==> src/rtl/day04_tt_pkg.sv <==
// day04_tt_pkg: pin bit map, host state encoding and result byte assembly for the Day 4 TinyTapeout host
package day04_tt_pkg;
    localparam int PART2 = 0, IN_VALID = 1, START = 2, READ_NEXT = 3;
    localparam int IN_READY = 0, OUT_VALID = 1;
    typedef enum logic [2:0] {S_IDLE, S_RST, S_FEED, S_START, S_WAIT, S_SETTLE, S_READ, S_DONE} state_t;
    function automatic logic [7:0] tt_byte(input logic [5:0] uo_hi, input logic [1:0] uio_lo);
        return {uio_lo, uo_hi};
    endfunction
endpackage

==> src/rtl/day04_tt_watchdog.sv <==
// day04_tt_watchdog: clearable enabled counter that saturates and flags expiry after TIMEOUT_CYCLES counts
module day04_tt_watchdog #(
    parameter int TIMEOUT_CYCLES = 1 << 24
) (
    input  logic clk,
    input  logic rst,
    input  logic clr,
    input  logic en,
    output logic expired
);
    localparam int W = $clog2(TIMEOUT_CYCLES + 1);
    logic [W-1:0] cnt;
    assign expired = cnt == W'(TIMEOUT_CYCLES - 1);
    always_ff @(posedge clk or posedge rst)
        if (rst) cnt <= '0;
        else if (clr) cnt <= '0;
        else if (en && !expired) cnt <= cnt + W'(1);
endmodule

==> src/rtl/day04_tt_host.sv <==
// day04_tt_host: resets the chip, streams puzzle chars into its pins, starts it, waits with a watchdog
// and reads the 32-bit count back byte by byte, least significant byte first.
module day04_tt_host
    import day04_tt_pkg::*;
#(
    parameter int RESET_CYCLES   = 4,
    parameter int TIMEOUT_CYCLES = 1 << 24
) (
    input  logic        clock,
    input  logic        clear,
    input  logic        go,
    input  logic        part2,
    input  logic [7:0]  char_data,
    input  logic        char_valid,
    input  logic        char_last,
    output logic        char_ready,
    output logic [31:0] result,
    output logic        result_valid,
    output logic        timeout,
    output logic        busy,
    output logic [7:0]  pin_ui_in,
    output logic [7:0]  pin_uio_in,
    output logic        pin_rst_n,
    input  logic [7:0]  pin_uo_out,
    input  logic [7:0]  pin_uio_out
);
    localparam int RW = $clog2(RESET_CYCLES + 1);
    state_t        state;
    logic [RW-1:0] rcnt;
    logic [1:0]    k;
    logic          last_q, ph, expired, unused;

    assign busy       = state != S_IDLE;
    assign char_ready = state == S_FEED && pin_uo_out[IN_READY] && !pin_uio_in[IN_VALID];
    assign unused     = ^pin_uio_out[7:2];

    day04_tt_watchdog #(.TIMEOUT_CYCLES(TIMEOUT_CYCLES)) u_wd (
        .clk(clock),
        .rst(clear),
        .clr(state == S_START),
        .en(state == S_WAIT || state == S_SETTLE),
        .expired(expired)
    );

    always_ff @(posedge clock or posedge clear) begin
        if (clear) begin
            state        <= S_IDLE;
            rcnt         <= '0;
            k            <= '0;
            last_q       <= 1'b0;
            ph           <= 1'b0;
            result       <= '0;
            result_valid <= 1'b0;
            timeout      <= 1'b0;
            pin_ui_in    <= '0;
            pin_uio_in   <= '0;
            pin_rst_n    <= 1'b1;
        end else begin
            result_valid <= 1'b0;
            case (state)
                S_IDLE: if (go) begin
                    pin_uio_in[PART2] <= part2;
                    timeout           <= 1'b0;
                    pin_rst_n         <= 1'b0;
                    rcnt              <= '0;
                    state             <= S_RST;
                end
                S_RST: if (rcnt == RW'(RESET_CYCLES - 1)) begin
                    pin_rst_n <= 1'b1;
                    state     <= S_FEED;
                end else rcnt <= rcnt + RW'(1);
                // the in_valid pin doubles as the strobe-pending flag
                S_FEED: if (pin_uio_in[IN_VALID]) begin
                    pin_uio_in[IN_VALID] <= 1'b0;
                    if (last_q) begin
                        pin_uio_in[START] <= 1'b1;
                        state             <= S_START;
                    end
                end else if (char_ready && char_valid) begin
                    pin_ui_in            <= char_data;
                    pin_uio_in[IN_VALID] <= 1'b1;
                    last_q               <= char_last;
                end
                S_START: begin
                    pin_uio_in[START] <= 1'b0;
                    state             <= S_WAIT;
                end
                S_WAIT, S_SETTLE: if (expired) begin
                    timeout    <= 1'b1;
                    pin_uio_in <= '0;
                    state      <= S_IDLE;
                end else if (state == S_WAIT && pin_uo_out[OUT_VALID]) state <= S_SETTLE;
                else if (state == S_SETTLE && !pin_uo_out[OUT_VALID]) begin
                    k     <= '0;
                    ph    <= 1'b0;
                    state <= S_READ;
                end
                S_READ: if (!ph) begin
                    result[{k, 3'b000} +: 8] <= tt_byte(pin_uo_out[7:2], pin_uio_out[1:0]);
                    if (k == 2'd3) begin
                        result_valid <= 1'b1;
                        state        <= S_DONE;
                    end else begin
                        pin_uio_in[READ_NEXT] <= 1'b1;
                        ph                    <= 1'b1;
                    end
                end else begin
                    pin_uio_in[READ_NEXT] <= 1'b0;
                    ph                    <= 1'b0;
                    k                     <= k + 2'd1;
                end
                S_DONE: begin
                    pin_uio_in[PART2] <= 1'b0;
                    state             <= S_IDLE;
                end
                default: state <= S_IDLE;
            endcase
        end
    end
endmodule

==> config.mk <==
export PLATFORM = sky130hd
export DESIGN_NAME = day04_tt_host
export DESIGN_NICKNAME = d
export VERILOG_FILES = /design/src/rtl/day04_tt_pkg.sv /design/src/rtl/day04_tt_watchdog.sv /design/src/rtl/day04_tt_host.sv
export SDC_FILE = /design/constraint.sdc
export NUM_CORES = 1
export LEC_CHECK = 0
export BUFFER_PORTS_ARGS = -buffer_cell sky130_fd_sc_hd__buf_2
export CAP_MARGIN = 10
export CORE_UTILIZATION = 59
export DETAILED_ROUTE_END_ITERATION = 16
export PLACE_DENSITY = 0.95
export SLEW_MARGIN = 20
export SYNTH_ARGS = -nofsm -noshare
export SYNTH_HDL_FRONTEND = slang
export SYNTH_SLANG_ARGS = --single-unit
==> constraint.sdc <==
create_clock -name clock -period 4.6 [get_ports clock]
set_input_delay 0.23 -clock clock [delete_from_list [all_inputs] [get_ports clock]]
set_output_delay 0.23 -clock clock [all_outputs]
set_load 0.05 [all_outputs]
==> metrics.md <==
| Metric | Value |
|---|---|
| Setup violations, final | 0 |
| R2R Setup Slk | around 2300 ps |
| CP delay by family, top | simple AND/OR/NAND/NOR gates |
| Worst Path Arrival | around 2600 ps |
| WHS | 103.8 ps |
| Xor and xnor area share after synthesis | 0.02894 |
| Post-CTS setup buffer count | 0 |
| IO Count | 83 |
| DRT Pass-1 Iters | 5 |
| Max Slew Vio Count | 0 |
| Tcrit/Tclk final | 0.5102 |
| Total core area | approximately 0.0064 sq mm |
| GRT Total Usage | 0.2672 |
| Cell count after synthesis | between 400 and 500 |
| Nets | between 500 and 600 |
| First-pass GRT wire length | between 10000 and 15000 microns |
| Detailed placement HPWL | 6107 microns |
| CTS Buf Count | 9 |
| Synth-to-layout area growth | 16.16% |
| Clock sinks | just over 80 |
| Total design power | 2.776 mW |
| Clk pwr share | 0.223 |
| Vias in the first global route | 3107 |
| Fin crit period | roughly 2300 ps |
| Area contributors post-synth | dfrtp_1 52%, nand2_1 9.3%, o21ai_0 3.8% |
| EDFF count, synth | 0 |
| CP startpoint | state[1]$_DFFE_PP0P_ |
| Fin. Hold Viols | 0 |
| Maxcap violations | 0 |
| Slowest stage delay, CP | 570 ps |
| Layout cells sized above 1 | 0.2344 |
| Worst-Margin Slew | slightly above 900 ps |
| Asr flop ratio synth | 1.000 |
| Row count | 29 |
| Design Area, Final | between 0.004 and 0.005 sq mm |
| Mux cell area share after synthesis | 0.04135 |
| Crit path required time | 4890 ps |
| Post-route ant nets | 0 |
| Initial antenna violation count | 0 |
| Top cell type's share of synthesized area | 0.5153 |
| Diode count | 0 |
| Fmax | around 430 MHz |
| Highest metal used | met4 |
| Starting Density | 0.6160 |
| Combinational share of power | 0.393 |
| Post-cts resize count | 0 |
| Worst-path fanout max | 18 |
| Avg Cell Area, Syn | approximately 9.6 sq um |
| Syn Std Cell Area | approximately 0.0039 sq mm |
| GP Congestion | 0.8252 |
| Total routed wirelength | ~9000 microns |
| Sw Pwr | roughly 1.2 mW |
| Fraction of the mapped netlist area in adder cells | 0.02863 |
| Met3 wire len | approximately 600 microns |
| TNS Setup | 0 ps |
| DP Area | around 0.0043 sq mm |
| CTS tree | yes |
| Post-synth top area cell | dfrtp_1 |
| Worst r2r src | state[1]$_DFFE_PP0P_ |
| Yosys synthesis warning count | 0 |
| PD cells | slightly above 600 mW/mm^2 |
| Average wire per standard cell | roughly 16 microns |
| Met2 wire len | 4501 microns |
| Relative max-transition margin | 0.3920 |
| Die height | 83.66 microns |
| Most frequent cells in the layout | 97 x nand2_1, 81 x dfrtp_1, 72 x buf_2 |
| Internal Power | 1.547 mW |
| Drt initial violations | 188 |
| CTS root buffer | clkbuf_8 |
| Die width | around 84 microns |
| Grt ovf | 0 |
| Critical-path cell list | and4b_1, nor3b_2, or4b_1, nand3_1, mux2_2 |
| Switching portion of total power | 0.4428 |
| DRC viols | 0 |
| Type of origin of the critical path | flop |
| Avg Vias per Cell | between 5 and 6 |
| Clock skew | 14.26 ps |
| Port Buffers | between 70 and 80 |
| Commonest non-fill, non-tap cell in the layout | nand2_1 |
| Wire length on met1 | about 3500 microns |
| Min-delay worst type | primary input to flop |
| CP max-delay cell | dfrtp_1 |
| Largest family of logic cells by synthesized area | simple AND/OR/NAND/NOR gates |
| Critical path class | flop to flop |
| Static Leak | 2.143 nW |
| Largest net degree at the start of global routing | 55 |
| RSZ-0062 raised after global routing | false |
| CP endpoint kind | flop |
| H-tree Lvls | 3 |
| Worst-path clk slew | ~80 ps |
| Status | complete, no violations |
| Top FF cell, synth | dfrtp_1 |
| FF+latch count, synth | a little over 80 |
| Seq pwr share | 0.385 |
| Netlist cell types | between 50 and 60 |
| Clk_lat worst skew | ~360 ps |
| Hold Startpoint | char_last |
| Die area | between 0.006 and 0.007 sq mm |
| Vias | about 3300 |
| Sequential area share after synthesis | 0.5219 |
| Worst path bufs/invs | 0 |
| Maximum vdd drop | around 0.00054 V |
| Max Root-Sink Buffers | 2 |
| Compound-cell area share of the yosys netlist | 0.1310 |
| Post-Synth Simple-Gate Area | 0.2134 |
## final cells by class
class / instances / area (sq um)
Timing Repair Buffer: 75 / 385.4
Sequential cell: 82 / 2053
Fill cell: 462 / 1817
Clock buffer: 10 / 127.6
Multi-Input combinational cell: 300 / 1759
Tap cell: 77 / 96.34
Inverter: 9 / 35.03
Clock inverter: 6 / 112.6
## repair_timing
action / CTS / global route
setup endpoints to repair: 0 / 0
hold buffers: 1 / 0
endpoints found under the hold margin: 28 / 0
## Yosys cell counts, types with 6 or more instances
cell      count
nand2_1      97
dfrtp_1      81
o21ai_0      30
nor2_1       24
nand3_1      16
o21ai_1      15
xnor2_1      12
a21oi_1      11
clkbuf_1     11
mux2_2       10
ha_1          9
inv_1         6
nor3_1        6
## sequential cells by signal, indices dropped and copies added (netlist names), 2 cells and up
signal	flops
result	32
u_wd.cnt	25
pin_ui_in	8
pin_uio_in	4
rcnt	3
state	3
k	2
## metrics by stage
step | instances | setup WS, ps | util
after floorplan | 411 | 1113 | -
after global placement | 542 | 2399 | 0.6763
after detailed placement | 542 | 2321 | 0.6763
after CTS | 559 | 2297 | 0.7155
after global routing | 559 | 2058 | 0.7155
final | 559 | 2253 | 0.7155
## metal layers
metal  vias up  track usage
met5         -            0
met4         0      0.09861
met3        19      0.07319
met2       151       0.4568
met1      1591       0.3239
li1       1559            -
## power groups by stage
stage          Combinational, mW  Clock, mW  Sequential [mW]
5_1_grt                     1.17      0.658             1.09
3_3_place_gp                1.04          0             1.06
3_5_place_dp                1.08          0             1.07
6_report                    1.09      0.618             1.07
4_1_cts                     1.09      0.626             1.06
2_1_floorplan              0.458          0             1.43
## worst paths after layout
check                                                  to  depth (start not counted)
worst max-delay path                     k[0]$_DFFE_PP0P_                          5
worst min-delay path                   last_q$_DFFE_PP0P_                          2
worst max register to register           k[0]$_DFFE_PP0P_                          5
worst min register to register     result[28]$_DFFE_PP0P_                          2
max in group asynchronous       pin_uio_in[1]$_DFFE_PP0P_                          4
min in group asynchronous          result[31]$_DFFE_PP0P_                          3
## logic make-up after synthesis
group           count (synthesis)
flops                          82
xor+xnor                       13
compound gates                 81
other cells                     1
buf+inv                        29
mux                            15
simple gates                  178
fa+ha+maj                       9
(Power assumes the default switching activity.)
